==> src/rtl/pll_rst_seq.sv <==
// MMCM reset/lock sequencer: pulses the MMCM reset, qualifies LOCKED, then releases
// peripheral and core resets in a staggered order. Runs on the free-running board clock.
module pll_rst_seq #(
    parameter int unsigned MMCM_RST_CYCLES     = 16,
    parameter int unsigned LOCK_STABLE_CYCLES  = 1024,
    parameter int unsigned LOCK_TIMEOUT_CYCLES = 65536,
    parameter int unsigned RELEASE_STAGGER     = 8
) (
    input  logic       i_clk,
    input  logic       i_reset,
    input  logic       i_locked,
    output logic       o_mmcm_rst,
    output logic       o_rst_periph,
    output logic       o_rst_core,
    output logic       o_ready,
    output logic [7:0] o_retry_cnt,
    output logic [7:0] o_loss_cnt
);

    localparam int unsigned MAX_AB = (MMCM_RST_CYCLES > LOCK_STABLE_CYCLES) ?
                                     MMCM_RST_CYCLES : LOCK_STABLE_CYCLES;
    localparam int unsigned MAX_CD = (LOCK_TIMEOUT_CYCLES > RELEASE_STAGGER) ?
                                     LOCK_TIMEOUT_CYCLES : RELEASE_STAGGER;
    localparam int unsigned MAX_P  = (MAX_AB > MAX_CD) ? MAX_AB : MAX_CD;
    localparam int unsigned CNT_W  = $clog2(MAX_P) + 1;

    localparam logic [CNT_W-1:0] RST_LAST     = CNT_W'(MMCM_RST_CYCLES);
    localparam logic [CNT_W-1:0] TIMEOUT_LAST = CNT_W'(LOCK_TIMEOUT_CYCLES - 1);
    localparam logic [CNT_W-1:0] STABLE_LAST  = CNT_W'(LOCK_STABLE_CYCLES - 1);
    localparam logic [CNT_W-1:0] STAGGER_LAST = CNT_W'(RELEASE_STAGGER - 1);

    typedef enum logic [2:0] {
        ST_MMCM_RST,
        ST_WAIT_LOCK,
        ST_STABLE,
        ST_RELEASE,
        ST_RUN
    } state_t;

    state_t           r_state;
    state_t           w_next_state;
    logic [CNT_W-1:0] r_cnt;
    logic             r_sync1;
    logic             r_lk;
    logic             w_retry_inc;
    logic             w_loss_inc;

    // Two-flop synchronizer; r_lk is the only view of LOCKED the sequencer uses
    always_ff @(posedge i_clk or posedge i_reset) begin
        if (i_reset) begin
            r_sync1 <= 1'b0;
            r_lk    <= 1'b0;
        end else begin
            r_sync1 <= i_locked;
            r_lk    <= r_sync1;
        end
    end

    always_ff @(posedge i_clk or posedge i_reset) begin
        if (i_reset) begin
            r_state <= ST_MMCM_RST;
        end else begin
            r_state <= w_next_state;
        end
    end

    // Lock wins over timeout in WAIT_LOCK; lock loss wins over stagger completion
    always_comb begin
        w_next_state = r_state;
        w_retry_inc  = 1'b0;
        w_loss_inc   = 1'b0;
        case (r_state)
            ST_MMCM_RST: begin
                if (r_cnt == RST_LAST) begin
                    w_next_state = ST_WAIT_LOCK;
                end
            end
            ST_WAIT_LOCK: begin
                if (r_lk) begin
                    w_next_state = ST_STABLE;
                end else if (r_cnt == TIMEOUT_LAST) begin
                    w_next_state = ST_MMCM_RST;
                    w_retry_inc  = 1'b1;
                end
            end
            ST_STABLE: begin
                if (!r_lk) begin
                    w_next_state = ST_WAIT_LOCK;
                end else if (r_cnt == STABLE_LAST) begin
                    w_next_state = ST_RELEASE;
                end
            end
            ST_RELEASE: begin
                if (!r_lk) begin
                    w_next_state = ST_MMCM_RST;
                    w_loss_inc   = 1'b1;
                end else if (r_cnt == STAGGER_LAST) begin
                    w_next_state = ST_RUN;
                end
            end
            ST_RUN: begin
                if (!r_lk) begin
                    w_next_state = ST_MMCM_RST;
                    w_loss_inc   = 1'b1;
                end
            end
            default: begin
                w_next_state = ST_MMCM_RST;
            end
        endcase
    end

    // Shared cycle counter: clears on any transition, idles in RUN
    always_ff @(posedge i_clk or posedge i_reset) begin
        if (i_reset) begin
            r_cnt <= '0;
        end else if (w_next_state != r_state) begin
            r_cnt <= '0;
        end else if (r_state != ST_RUN) begin
            r_cnt <= r_cnt + CNT_W'(1);
        end
    end

    // Outputs decoded from the next state so they change on the transition edge
    always_ff @(posedge i_clk or posedge i_reset) begin
        if (i_reset) begin
            o_mmcm_rst   <= 1'b1;
            o_rst_periph <= 1'b1;
            o_rst_core   <= 1'b1;
            o_ready      <= 1'b0;
            o_retry_cnt  <= 8'd0;
            o_loss_cnt   <= 8'd0;
        end else begin
            o_mmcm_rst   <= (w_next_state == ST_MMCM_RST);
            o_rst_periph <= (w_next_state == ST_MMCM_RST) ||
                            (w_next_state == ST_WAIT_LOCK) ||
                            (w_next_state == ST_STABLE);
            o_rst_core   <= (w_next_state != ST_RUN);
            o_ready      <= (w_next_state == ST_RUN);
            if (w_retry_inc && (o_retry_cnt != 8'hFF)) begin
                o_retry_cnt <= o_retry_cnt + 8'd1;
            end
            if (w_loss_inc && (o_loss_cnt != 8'hFF)) begin
                o_loss_cnt <= o_loss_cnt + 8'd1;
            end
        end
    end

endmodule

==> config.mk <==
export PLATFORM = sky130hd
export DESIGN_NAME = pll_rst_seq
export DESIGN_NICKNAME = d
export VERILOG_FILES = /design/src/rtl/pll_rst_seq.sv
export SDC_FILE = /design/constraint.sdc
export NUM_CORES = 1
export LEC_CHECK = 0
export ABC_AREA = 1
export BUFFER_PORTS_ARGS = -buffer_cell sky130_fd_sc_hd__buf_2
export CAP_MARGIN = 20
export CORE_UTILIZATION = 42
export CTS_BUF_LIST = sky130_fd_sc_hd__clkbuf_2
export CTS_CLUSTER_DIAMETER = 120
export CTS_CLUSTER_SIZE = 25
export DETAILED_ROUTE_END_ITERATION = 12
export SLEW_MARGIN = 20
export SYNTH_ARGS = -nofsm -noshare
export SYNTH_HDL_FRONTEND = slang
export SYNTH_SLANG_ARGS = --single-unit
==> constraint.sdc <==
create_clock -name i_clk -period 5.7 [get_ports i_clk]
set_clock_uncertainty 0.1 [all_clocks]
set_input_delay 0.285 -clock i_clk [delete_from_list [all_inputs] [get_ports i_clk]]
set_output_delay 0.285 -clock i_clk [all_outputs]
set_load 0.005 [all_outputs]
==> summary.txt <==
CTS
  • Number of buffers added by the clock tree synthesis step: 5
  • Maximum level of the CTS H-tree: 2
  • TritonCTS clock tree: built
  • CTS max path bufs: 2
  • Clock network latency to the later pin of the worst-skew pair: 0.41 ns
  • Clock slew seen by the registers of the worst setup and hold paths: 0.21 ns
  • Root Driver: sky130_fd_sc_hd__clkbuf_2
  • Number of buffers added for setup after CTS: 0
  • Count of instances resized after the clock tree is built: 0
  • Total number of clock tree sinks: 42

Finish
  • Most frequent cells in the layout: sky130_fd_sc_hd__dfrtp_1 (39), sky130_fd_sc_hd__nand2_1 (30), sky130_fd_sc_hd__nor2_1 (29)
  • Area growth from synthesis to final layout: 12.9%
  • Fill cell instance count of the final layout: 488
  • Final net count: 277
  • Post-route cell area: 2530 um2
  • Fraction of final layout cells sized beyond drive strength 1: 26.3%
  • Finished Core Util: 49.5%
  • Most frequent standard cell in the layout excluding fill and tap cells: sky130_fd_sc_hd__dfrtp_1
  • Count of inserted antenna diode cells: 0
  • Count of non-filler cells in the finished layout: 340

GRT
  • Pin count of the biggest net entering global routing: 43
  • Number of global-route vias before repair: 1,555
  • Global-route usage over all layers: 16.2%
  • Antenna violations before repair: 0
  • Global-route wire length before repair: 6.77 mm
  • Total gr overflow: 0

Setup path
  • Critical path, cell by cell: ha_1 -> nand2_2 -> clkinv_2 -> nand2_2 -> nor2_2 -> nand4_1 -> nor3_1 -> ha_1 -> inv_1 -> nor2_1 -> o221ai_1 -> nand3_1 -> nand2_2 -> nand2_1 -> nand2_2 -> nand2_4 -> nor2_1
  • CP startpoint kind: register
  • Max stage delay on crit path: 0.41 ns
  • Required @ worst endpoint: 5.90 ns
  • Arrival time of the worst setup path: 2.76 ns
  • Max FO, Critical Path: 17
  • Setup crit end kind: register
  • Start-to-end type of the worst setup path: register to register
  • Standard cell with the maximum stage delay on the critical path: sky130_fd_sc_hd__dfrtp_1
  • Most frequent CP cell: sky130_fd_sc_hd__nand2_2

Placed design
  • Dpl hpwl: 2.85 mm
  • Post-Place Cell Area: 2420 um2
  • Cell count after placement: 330
  • RD Place Congestion: 0.826
  • Worst setup slack after placement: 3.11 ns
  • Number of input and output port buffers inserted: 22

Synthesis
  • Register area share after synthesis: 47.1%
  • Unique masters post-synth: 30
  • Cell area after synthesis: 2240 um2
  • Mean instance size in the synthesized netlist: 9.37 um2
  • Register bit total from synthesis: 42
  • Synth top area cells: sky130_fd_sc_hd__dfrtp_1 (44%), sky130_fd_sc_hd__xor2_1 (6.7%), sky130_fd_sc_hd__nand3_1 (5.4%)
  • Synthesized netlist net count: 247
  • Synth Instances: 239
  • Top cell type's share of synthesized area: 43.6%
  • Cell accounting for the most synthesized area: sky130_fd_sc_hd__dfrtp_1
  • Synth Warn #: 0

STA
  • Share of the cycle needed by the critical path after routing: 44.9%
  • Worst rel slew slack: 64.7%
  • Final Max Tran Viols: 0
  • Sum of negative setup slack: 0 ns
  • Final-report setup violation count: 0
  • Final hold violations: 0
  • Achievable clock frequency: 0.391 GHz
  • Transition time at the pin with the least slew margin: 0.530 ns
  • Setup repair after global routing missed its margin: false
  • Final Hold Slack: 0.277 ns
  • Slack of the critical path: 3.14 ns
  • Clock period minus worst slack: 2.56 ns

Min path
  • Path type of the worst min-delay path: register to register

Floorplan
  • Number of placement rows: 26
  • Area of the core: 5110 um2
  • Initial core utilization: 43.8%
  • Die area: 5630 um2
  • Top Ports: 23
  • Die boundary height: 75.0 um
  • Die boundary width: 75.0 um

Drt
  • Mean number of vias per cell: 4.76
  • DRC violation count after routing: 0
  • DRT Pass-1 Iters: 4
  • Antenna violation net count after detailed routing: 0
  • Iteration-0 DRC Markers: 44
  • Total vias in the final route: 1,618
  • Wirelength per Cell: 11.5 um
  • Detailed-route wire length: 3.92 mm

Pwr
  • Power after layout: 0.846 mW
  • IR drop worst, VDD: 163 uV
  • Total power density per cell area: 335 nW/um2
  • Leakage: 1.22 nW

Status
  • Result of the run: finished, final reports clean

Run
  • Max-cap violations: 0
==> sequential cells by signal, indices dropped and copies added, names as in the netlist <==
| signal | count |
|---|---|
| o_mmcm_rst | 1 |
| o_retry_cnt | 8 |
| o_ready | 1 |
| r_lk | 1 |
| o_loss_cnt | 8 |
| o_rst_core | 1 |
| r_cnt | 17 |
| r_sync1 | 1 |
| o_rst_periph | 1 |
| r_state | 3 |
==> worst paths after layout <==
| kind | startpoint | to | slack [ns] | cells past startpoint |
|---|---|---|---|---|
| setup / recovery | r_cnt[0] | r_cnt[4] | 3.14 | 17 |
| hold / removal | r_sync1 | r_lk | 0.28 | 0 |
| max in group asynchronous | i_reset | o_rst_core | 4.72 | 4 |
| setup reg to reg | r_cnt[0] | r_cnt[4] | 3.14 | 17 |
| min in group asynchronous | i_reset | o_retry_cnt[5] | 0.40 | 4 |
| hold reg to reg | r_sync1 | r_lk | 0.28 | 0 |
==> critical path: cells and delay by family (launching register included) <==
family | cells | cell delay [ns]
AOI/OAI and AO/OA | 1 | 0.12
adders and majority gates | 2 | 0.35
buffers and inverters | 2 | 0.11
DFF | 1 | 0.41
and+or+nand+nor | 12 | 1.36
==> cells in the mapped netlist <==
| cell | instances |
|---|---|
| sky130_fd_sc_hd__o221ai_1 | 1 |
| sky130_fd_sc_hd__nor4_1 | 2 |
| sky130_fd_sc_hd__a21oi_4 | 1 |
| sky130_fd_sc_hd__dfrtp_1 | 39 |
| sky130_fd_sc_hd__nand4_1 | 5 |
| sky130_fd_sc_hd__mux2_2 | 2 |
| sky130_fd_sc_hd__buf_12 | 1 |
| sky130_fd_sc_hd__nor2_4 | 10 |
| sky130_fd_sc_hd__nand2_2 | 8 |
| sky130_fd_sc_hd__nand3_2 | 4 |
| sky130_fd_sc_hd__ha_1 | 5 |
| sky130_fd_sc_hd__a21oi_1 | 2 |
| sky130_fd_sc_hd__nor3b_1 | 1 |
| sky130_fd_sc_hd__nor2_1 | 29 |
| sky130_fd_sc_hd__nor3_2 | 1 |
| sky130_fd_sc_hd__dfstp_2 | 3 |
| sky130_fd_sc_hd__nand3b_1 | 1 |
| sky130_fd_sc_hd__clkinv_2 | 1 |
| sky130_fd_sc_hd__buf_2 | 1 |
| sky130_fd_sc_hd__inv_1 | 18 |
| sky130_fd_sc_hd__nand2_1 | 30 |
| sky130_fd_sc_hd__o21bai_1 | 1 |
| sky130_fd_sc_hd__o21ai_0 | 4 |
| sky130_fd_sc_hd__xnor2_1 | 8 |
| sky130_fd_sc_hd__nand3_1 | 24 |
| sky130_fd_sc_hd__nor3_1 | 9 |
| sky130_fd_sc_hd__inv_2 | 5 |
| sky130_fd_sc_hd__nand2_4 | 1 |
| sky130_fd_sc_hd__nor2_2 | 5 |
| sky130_fd_sc_hd__xor2_1 | 17 |
==> area by class of cell <==
class                           instances  area [um2]  area share, %
Tap cell                               70        87.6           3.47
Clock buffer                            5        25.0          0.990
Timing Repair Buffer                   25         138           5.45
Clock inverter                          3        63.8           2.52
Inverter                               24        91.3           3.61
Sequential cell                        42        1050           41.7
Multi-Input combinational cell        171        1070           42.2
==> routing by layer <==
| metal | vias up | global-route usage, % | part of all wire [%] |
|---|---|---|---|
| li1 | 836 | - | - |
| met1 | 752 | 20.2 | 49 |
| met2 | 28 | 27.0 | 48 |
| met3 | 2 | 4.82 | 2.8 |
| met4 | 0 | 5.03 | 0.18 |
| met5 | - | 0 | 0 |
==> what timing repair did <==
item,in CTS,in global routing
endpoints found under the setup margin,0,0
endpoints found under the hold margin,40,0
hold buffers,2,0
==> cell families after synthesis <==
family                   synth area share, %
AO/OA/AOI/OAI                           2.80
XOR/XNOR                                9.78
adder cells (fa/ha/maj)                 2.79
buffers and inverters                   5.20
flip-flops                              47.1
multiplexers                            1.01
AND/OR/NAND/NOR                         31.3
==> report_power, final <==
part / internal (mW) / switching, mW / total, mW
Clock: 0.117 / 0.0995 / 0.216
Sequential: 0.328 / 0.0287 / 0.356
Combinational: 0.0895 / 0.184 / 0.273
No activity file was read; power rests on OpenSTA's default activity.
